--- src/rtl/tx_completion_notifier.sv ---
`default_nettype none
// ============================================================================
// Module      : tx_completion_notifier
// Description : Emits one posted MWr TLP carrying a completion record each time
//               a huge page is freed. NOTIFY_COALESCE_EN folds all pending pages
//               into one TLP.
// Revision    : 1.0 - initial release
// ============================================================================
module tx_completion_notifier #(
  parameter logic [7:0] TLP_TAG  = 8'h00,
  parameter logic [1:0] TLP_ATTR = 2'b00
) (
  input  logic        trn_clk,
  input  logic        reset_n,
  input  logic        huge_page_free_1,
  input  logic        huge_page_free_2,
  input  logic [63:0] completed_buffer_address,
  input  logic [15:0] cfg_completer_id,
  output logic        tx_request,
  input  logic        tx_grant,
  input  logic [3:0]  trn_tbuf_av,
  output logic [63:0] trn_td,
  output logic [7:0]  trn_trem_n,
  output logic        trn_tsof_n,
  output logic        trn_teof_n,
  output logic        trn_tsrc_rdy_n,
  output logic        trn_tsrc_dsc_n,
  output logic        trn_terrfwd_n,
  input  logic        trn_tdst_rdy_n
);

  typedef enum logic [2:0] {
    ST_IDLE = 3'd0,
    ST_REQ  = 3'd1,
    ST_B0   = 3'd2,
    ST_B1   = 3'd3,
    ST_B2   = 3'd4
  } state_t;

  state_t      r_state;
  logic [1:0]  r_pending;   // bit 0 = page 1, bit 1 = page 2
  logic [1:0]  r_mask;
  logic [31:0] r_seq;
  logic [31:0] r_seq_lat;
  logic [63:0] r_addr;
  logic        r_is_4dw;

  logic        w_accept;
  logic        w_eof_accept;
  logic        w_go;
  logic        w_live_4dw;
  logic [1:0]  w_set;
  logic [1:0]  w_clr;
  logic [1:0]  w_req_mask;
  logic [31:0] w_dw0;
  logic [31:0] w_dw1;
  logic [31:0] w_pd0;
  logic [31:0] w_pd1;
  logic [63:0] w_beat1;
  logic [63:0] w_beat2;
  logic        w_unused_tbuf;

  function automatic logic [31:0] byte_swap(input logic [31:0] x);
    return {x[7:0], x[15:8], x[23:16], x[31:24]};
  endfunction

  assign trn_tsrc_dsc_n = 1'b1;
  assign trn_terrfwd_n  = 1'b1;
  assign w_unused_tbuf  = ^{trn_tbuf_av[3:2], trn_tbuf_av[0]};

  assign w_accept     = ~trn_tsrc_rdy_n & ~trn_tdst_rdy_n;
  assign w_eof_accept = (r_state == ST_B2) & w_accept;
  assign w_go         = (r_state == ST_REQ) & tx_grant & trn_tbuf_av[1];
  assign w_set        = {huge_page_free_2, huge_page_free_1};
  assign w_clr        = w_eof_accept ? r_mask : 2'b00;
  assign w_live_4dw   = |completed_buffer_address[63:32];

`ifdef NOTIFY_COALESCE_EN
  assign w_req_mask = r_pending;
`else
  // Page 1 always goes first when both are waiting.
  assign w_req_mask = r_pending[0] ? 2'b01 : (r_pending & 2'b10);
`endif

  assign w_dw0 = {1'b0, (w_live_4dw ? 2'b11 : 2'b10), 5'b00000, 1'b0, 3'b000,
                  4'b0000, 1'b0, 1'b0, TLP_ATTR, 2'b00, 10'd2};
  assign w_dw1 = {cfg_completer_id, TLP_TAG, 4'hF, 4'hF};

  assign w_pd0 = byte_swap({30'b0, r_mask});
  assign w_pd1 = byte_swap(r_seq_lat);

  assign w_beat1 = r_is_4dw ? {r_addr[63:32], r_addr[31:3], 3'b000}
                            : {r_addr[31:3], 3'b000, w_pd0};
  assign w_beat2 = r_is_4dw ? {w_pd0, w_pd1} : {w_pd1, 32'h0};

  always_ff @(posedge trn_clk or negedge reset_n) begin
    if (!reset_n) begin
      r_state        <= ST_IDLE;
      r_pending      <= 2'b00;
      r_mask         <= 2'b00;
      r_seq          <= 32'd0;
      r_seq_lat      <= 32'd0;
      r_addr         <= 64'd0;
      r_is_4dw       <= 1'b0;
      tx_request     <= 1'b0;
      trn_td         <= 64'd0;
      trn_trem_n     <= 8'h00;
      trn_tsof_n     <= 1'b1;
      trn_teof_n     <= 1'b1;
      trn_tsrc_rdy_n <= 1'b1;
    end else begin
      // A new free pulse overrides the clear of a TLP finishing on the same edge.
      r_pending <= (r_pending & ~w_clr) | w_set;

      case (r_state)
        ST_IDLE: begin
          if ((|r_pending) && (|completed_buffer_address)) begin
            r_state    <= ST_REQ;
            tx_request <= 1'b1;
          end
        end
        ST_REQ: begin
          if (w_go) begin
            r_state        <= ST_B0;
            r_mask         <= w_req_mask;
            r_seq_lat      <= r_seq;
            r_addr         <= {completed_buffer_address[63:3], 3'b000};
            r_is_4dw       <= w_live_4dw;
            trn_td         <= {w_dw0, w_dw1};
            trn_trem_n     <= 8'h00;
            trn_tsof_n     <= 1'b0;
            trn_teof_n     <= 1'b1;
            trn_tsrc_rdy_n <= 1'b0;
          end
        end
        ST_B0: begin
          if (w_accept) begin
            r_state    <= ST_B1;
            trn_td     <= w_beat1;
            trn_tsof_n <= 1'b1;
          end
        end
        ST_B1: begin
          if (w_accept) begin
            r_state    <= ST_B2;
            trn_td     <= w_beat2;
            trn_teof_n <= 1'b0;
            trn_trem_n <= r_is_4dw ? 8'h00 : 8'h0F;
          end
        end
        ST_B2: begin
          if (w_accept) begin
            r_state        <= ST_IDLE;
            r_seq          <= r_seq + 32'd1;
            tx_request     <= 1'b0;
            trn_td         <= 64'd0;
            trn_trem_n     <= 8'h00;
            trn_teof_n     <= 1'b1;
            trn_tsrc_rdy_n <= 1'b1;
          end
        end
        default: r_state <= ST_IDLE;
      endcase
    end
  end

endmodule
`default_nettype wire

--- config.mk ---
export PLATFORM = sky130hd
export DESIGN_NAME = tx_completion_notifier
export DESIGN_NICKNAME = d
export VERILOG_FILES = /design/src/rtl/tx_completion_notifier.sv
export SDC_FILE = /design/constraint.sdc
export NUM_CORES = 1
export LEC_CHECK = 0
export ABC_AREA = 1
export BUFFER_PORTS_ARGS = -buffer_cell sky130_fd_sc_hd__buf_2
export CAP_MARGIN = 20
export CELL_PAD_IN_SITES_DETAIL_PLACEMENT = 1
export CELL_PAD_IN_SITES_GLOBAL_PLACEMENT = 2
export CORE_ASPECT_RATIO = 0.5
export CORE_MARGIN = 5
export CORE_UTILIZATION = 30
export DETAILED_ROUTE_END_ITERATION = 10
export MAX_ROUTING_LAYER = met4
export PLACE_DENSITY = 0.85
export REMOVE_ABC_BUFFERS = 1
export SLEW_MARGIN = 10
export SYNTH_ARGS = -nofsm -noshare
export SYNTH_HDL_FRONTEND = slang
export SYNTH_SLANG_ARGS = --single-unit
--- constraint.sdc ---
create_clock -name trn_clk -period 2.2 [get_ports trn_clk]
set_clock_uncertainty 0.1 [all_clocks]
set_input_delay 0.11 -clock trn_clk [delete_from_list [all_inputs] [get_ports trn_clk]]
set_output_delay 0.11 -clock trn_clk [all_outputs]
set_load 0.02 [all_outputs]
==> results.toml, run 1 <==
[sta]
fmax_mhz = 485
period_share_pct = 93.8
rsz0062_at_grt = "false"
finalMaxSlewViolations = 0
slew-limit-headroom_pct = 61.9
period_needed_ns = 2.06
hold_viol_final = 0
worstMarginPinSlew_ns = 0.572
holdWs_ns = 0.0141
setup_viol = 0

[clock_tree]
htreeDepth = 1
root_buffer = "clkbuf_16"
clock_path_buffers = 3
numCtsBuffers = 22
clock-sinks = 202
clkTransAtPathRegs_ns = 0.06
cts_tree = "done"
clk_latency_ns = 0.52

[logic_synthesis]
synth_warnings = 0
yosysUniqueCellTypes = 38
avgSynthCellArea_um2 = 7.82
synth_ff_type = "dfrtp_1"
syn_area_mm2 = 0.00966
synth-seq-cells = 202
synth-seq-area-share_pct = 52.4
async_flop_share_pct = 100
synthCells = 1235
synth_edf_count = 0

[critical_path]
crit_required_ns = 2.47
path_class = "reg2reg"
cp_max_fo = 41
ff2ff_setup_slack_ns = 0.14
reg2reg_from = "r_state[2]"
r2r_cells = 7
cp-start-kind = "flop"
r2r_end = "trn_td[19]"
cp.arrival_ns = 2.33
crit_start = "r_state[2]"
cp-end-kind = "flop"

[placed_design]
dp_cells = 1816
placed_area_mm2 = 0.0112
port-buffer-count = 158
gp_congestion = 0.867
dp_hpwl_mm = 25.3

[final_layout]
n_fill_cell = 3851
drive_gt1_share_pct = 17.9
syn2layout_area_growth_pct = 32.2
mostFrequentLayoutCell = "nand2_1"
layout.cells.non_filler = 1939
final_cell_mix = "486 x nand2_1, 198 x dfrtp_1, 157 x buf_2"
nets = 1580
postLayoutCellArea_mm2 = 0.0128

[global_routing]
grt_pass1_vias = 10031
grt_max_degree = 64
grt_pass1_wl_mm = 57.0
overflow = 0
antenna_found_initial = 1
track_usage_pct = 20.6

[floorplanning]
die_w_um = 264
dieArea_mm2 = 0.0361
die_y_um = 137
core.rowCount = 46
ioPinCount = 168
core_mm2 = 0.0317
initial_core_util_pct = 30.4

[routing]
ant_nets = 0
vias_per_cell = 4.86
routed_wl_mm = 36.5
avgRoutedWirePerCell_um = 18.8
vias = 9420
drt_iter0_drc = 699
drc_errors = 0
drt_pass1_iterations = 5

[worst_hold_path]
hold_path_depth = 5
hp-class = "in2reg"
hold_end = "r_seq_lat[18]"
min-delay-start = "tx_grant"

[pwr]
p_leak_nw = 6.41
p_per_area_mw_per_mm2 = 1360
peakVddDrop_mv = 0.995

[flow_run]
maxCapViolations = 0

[outcome]
status = "complete, no violations"
## area by class of cell
class	instances	area (um2)	share of cell area, %
antenna	2	5.00	0.0392
clock buffer	28	614	4.81
clock inverter	12	110	0.862
inverter	99	377	2.95
multi-input combinational	873	3920	30.7
sequential	202	5060	39.6
tap	432	541	4.23
timing repair buffer	291	2140	16.7
## cell usage after synthesis, types with 4 or more instances
cell	count	area (um2)
inv_2	7	26.3
xor2_1	21	184
nor4_1	5	31.3
buf_2	23	115
nand3b_1	4	30.0
o21ai_1	6	30.0
buf_4	10	75.1
inv_1	90	338
o21ai_0	128	641
nand2_1	486	1820
o311ai_0	5	43.8
nand3_1	24	120
nor3_1	11	55.1
nand4_1	5	31.3
a31oi_1	8	50.1
a22oi_1	11	82.6
o22ai_1	19	119
clkbuf_1	29	109
a21oi_1	19	95.1
nor2_1	94	353
dfrtp_1	199	4980
## per-layer routing
| layer | GRT usage, % | up-vias | part of all wire (%) |
|---|---|---|---|
| met2 | 33.8 | 183 | 47 |
| li1 | - | 4414 | - |
| met3 | 3.43 | 55 | 4.4 |
| met5 | - | - | 0 |
| met1 | 27.1 | 4768 | 46 |
| met4 | 4.44 | 0 | 2.1 |
## what timing repair did
action / CTS / global route
setup endpoints to repair: 0 / 41
endpoints found under the hold margin: 281 / 0
resized for setup: 0 / 8
buffers inserted: 0 / 0
hold buffers: 81 / 0
## worst max-delay path by stage
stage | slack, ns | to
after floorplan | -4.51 | r_mask[1]
after global placement | 0.14 | trn_td[46]
after detailed placement | 0.04 | trn_td[59]
after CTS | 0.02 | trn_td[30]
after global routing | 0.004 | r_seq[23]
final | 0.14 | trn_td[19]
## where the power goes
group          switching (mW)  internal, mW
Combinational            5.25          2.45
Clock                    1.61          2.21
Sequential              0.779          5.10
## worst max-delay path, cell delays in order (launching register included)
cell and delay, ns:
dfrtp_1 0.46, nor2_1 0.18, nand2_1 0.14, nor2_1 0.25
nor2_2 0.11, o21ai_4 0.13, buf_6 0.33, o21ai_0 0.17
## metrics by stage
step	total power, mW	util, %	setup TNS (ns)	setup slack, ns
6_report	17.4	40.3	0	0.136
5_1_grt	18.6	40.3	0	0.00423
4_1_cts	17.4	40.2	0	0.0236
3_5_place_dp	13.4	35.3	0	0.0418
3_3_place_gp	13.1	35.3	0	0.138
2_1_floorplan	9.96	-	-417.35	-4.51
## sequential cells by signal, indices dropped and copies added (netlist names), 2 cells and up
signal	flops
trn_td	64
r_addr	61
r_seq	32
r_seq_lat	32
r_state	3
r_mask	2
r_pending	2
## kinds of logic (layout without fill, tap and decap cells)
logic type	Yosys count	in the layout	share of synthesized area, %
AO/OA/AOI/OAI	203	203	11.6
other	2	8	0.0778
adder cells (fa/ha/maj)	1	1	0.130
flip-flops	202	202	52.4
XOR/XNOR	24	24	2.18
buffers and inverters	164	430	7.30
AND/OR/NAND/NOR	639	639	26.3
Note: power is estimated with default switching activity, not from simulation.
==> inputs of run 2 (changes only) <==
--- a/config.mk
+++ b/config.mk
@@ -6,8 +6,7 @@
 export NUM_CORES = 1
 export LEC_CHECK = 0
 export ABC_AREA = 1
-export BUFFER_PORTS_ARGS = -buffer_cell sky130_fd_sc_hd__buf_2
-export CAP_MARGIN = 20
+export BUFFER_PORTS_ARGS = -buffer_cell sky130_fd_sc_hd__clkbuf_2
 export CELL_PAD_IN_SITES_DETAIL_PLACEMENT = 1
 export CELL_PAD_IN_SITES_GLOBAL_PLACEMENT = 2
 export CORE_ASPECT_RATIO = 0.5
==> results.toml, run 2 (synthesis gave the netlist of run 1 again) <==
[final_layout]
nets = 1576
syn2layout_area_growth_pct = 31.7
final_cell_mix = "486 x nand2_1, 198 x dfrtp_1, 157 x clkbuf_2"
mostFrequentLayoutCell = "nand2_1"
fin_util_pct = 40.1
layout.cells.non_filler = 1935
top_regs = "trn_td x64, r_addr x61"
largest_register_ffs = 64
drive_gt1_share_pct = 17.6
regMostFlops = "trn_td"

[global_routing]
track_usage_pct = 20.4
overflow = 0
grt_pass1_wl_mm = 57.0
antenna_found_initial = 3
grt_max_degree = 56
grt_pass1_vias = 10187

[clock_tree]
clock-sinks = 202
clock_path_buffers = 3
root_buffer = "clkbuf_16"
cts_tree = "done"
htreeDepth = 1
cts_setup_buffers = 0
clk_latency_ns = 0.52
clkTransAtPathRegs_ns = 0.07
numCtsBuffers = 22

[sta]
finalMaxSlewViolations = 0
rsz0062_at_grt = "false"
setup_viol = 0
holdWs_ns = 0.0383
worstMarginPinSlew_ns = 0.530
fmax_mhz = 481
period_needed_ns = 2.08
period_share_pct = 94.5
slew-limit-headroom_pct = 64.6
hold_viol_final = 0

[pwr]
p_leak_nw = 6.33
peakVddDrop_mv = 0.500
p_int_mw = 9.68
netSwitchingPower_mw = 7.63
power.total_mw = 17.3
p_per_area_mw_per_mm2 = 1360
p_sw_share_pct = 44.1
power_frac_comb_pct = 43.9
p_clk_share_pct = 22.1
pwr-share-seq_pct = 34.0

[critical_path]
cp-start-kind = "flop"
cp_max_fo = 19
cp-end-kind = "flop"
ff2ff_setup_slack_ns = 0.12
cp_common_cell = "nand2_1"
path_class = "reg2reg"
cp.arrival_ns = 2.43
crit_required_ns = 2.55
path_cells = "nand3b_2 -> buf_12 -> nor2_2 -> inv_2 -> buf_4 -> o22ai_1 -> nand2_1 -> nand2_1"
critical_path.top_delay_family = "simple AND/OR/NAND/NOR gates"
path_buf_inv = 3
slowest_delay_ns = 0.46
crit_slowest_cell = "dfrtp_1"

[floorplanning]
initial_core_util_pct = 30.4
core.rowCount = 46
core_mm2 = 0.0317
die_y_um = 137
dieArea_mm2 = 0.0361
die_w_um = 264
ioPinCount = 168

[placed_design]
dp_hpwl_mm = 25.9
port-buffer-count = 158
dp_cells = 1812
gp_congestion = 0.873

[routing]
vias = 9401
routed_wl_mm = 36.5
drt_iter0_drc = 596
drt_pass1_iterations = 5
drc_errors = 0
ant_nets = 0
avgRoutedWirePerCell_um = 18.9
vias_per_cell = 4.86

[outcome]
status = "complete, no violations"

[worst_hold_path]
hp-class = "in2async"

[flow_run]
maxCapViolations = 0
-- run 2: cell count changes in the layout (fill, tap and decap cells not counted), sizes merged --
cell	previous run	this run
buf	209	48
diode	2	3
clkinvlp	0	2
clkbuf	29	192
bufinv	2	1
clkinv	11	4
inv	98	97
-- run 2: layer usage --
metal	GRT usage, %	vias to the layer above	wire length, um
met5	-	-	0
met3	2.96	73	1570
met2	33.7	202	17400
met4	5.25	0	872
met1	26.9	4730	16700
li1	-	4396	-
-- run 2: power by group through the flow --
stage / clock network [mW] / registers, mW / logic (mW)
floorplan: 0 / 6.36 / 3.59
global placement: 0 / 5.85 / 7.11
detailed placement: 0 / 5.92 / 7.38
CTS: 3.88 / 5.87 / 7.54
global route: 4.06 / 6.03 / 8.35
finish: 3.83 / 5.88 / 7.60
-- run 2: cell type report --
type / instances / area (um2)
Clock buffer: 34 / 667
Inverter: 99 / 373
Clock inverter: 5 / 55.1
Antenna cell: 3 / 7.51
Sequential cell: 202 / 5060
Tap cell: 432 / 541
Multi-Input combinational cell: 873 / 3920
Timing Repair Buffer: 287 / 2090
Fill cell: 3856 / 19000
-- run 2: worst paths after layout --
| path | start | end | cells after the start |
|---|---|---|---|
| setup / recovery | r_state[2] | trn_td[53] | 8 |
| hold / removal | reset_n | trn_td[56] | 2 |
| hold reg to reg | trn_tsof_n | trn_tsof_n | 2 |
| min in group trn_clk | tx_grant | trn_tsof_n | 5 |
| max in group asynchronous | reset_n | r_addr[9] | 3 |
| setup reg to reg | r_state[2] | trn_td[53] | 8 |
-- run 2: metrics by stage --
step / worst slack [ns] / cell area [um2] / setup TNS, ns
final: 0.120 / 12700 / 0
after global routing: 0.0226 / 12700 / 0
after CTS: 0.0927 / 12700 / 0
after detailed placement: -0.0250 / 11200 / -0.0250
after global placement: 0.176 / 11200 / 0
after floorplan: -4.51 / 9340 / -417.35
-- run 2: timing repair --
| item | CTS | global route |
|---|---|---|
| cloned | 0 | 0 |
| setup endpoints to repair | 1 | 11 |
| resized for setup | 1 | 4 |
| hold endpoints to repair | 279 | 0 |
| hold buffers | 81 | 0 |
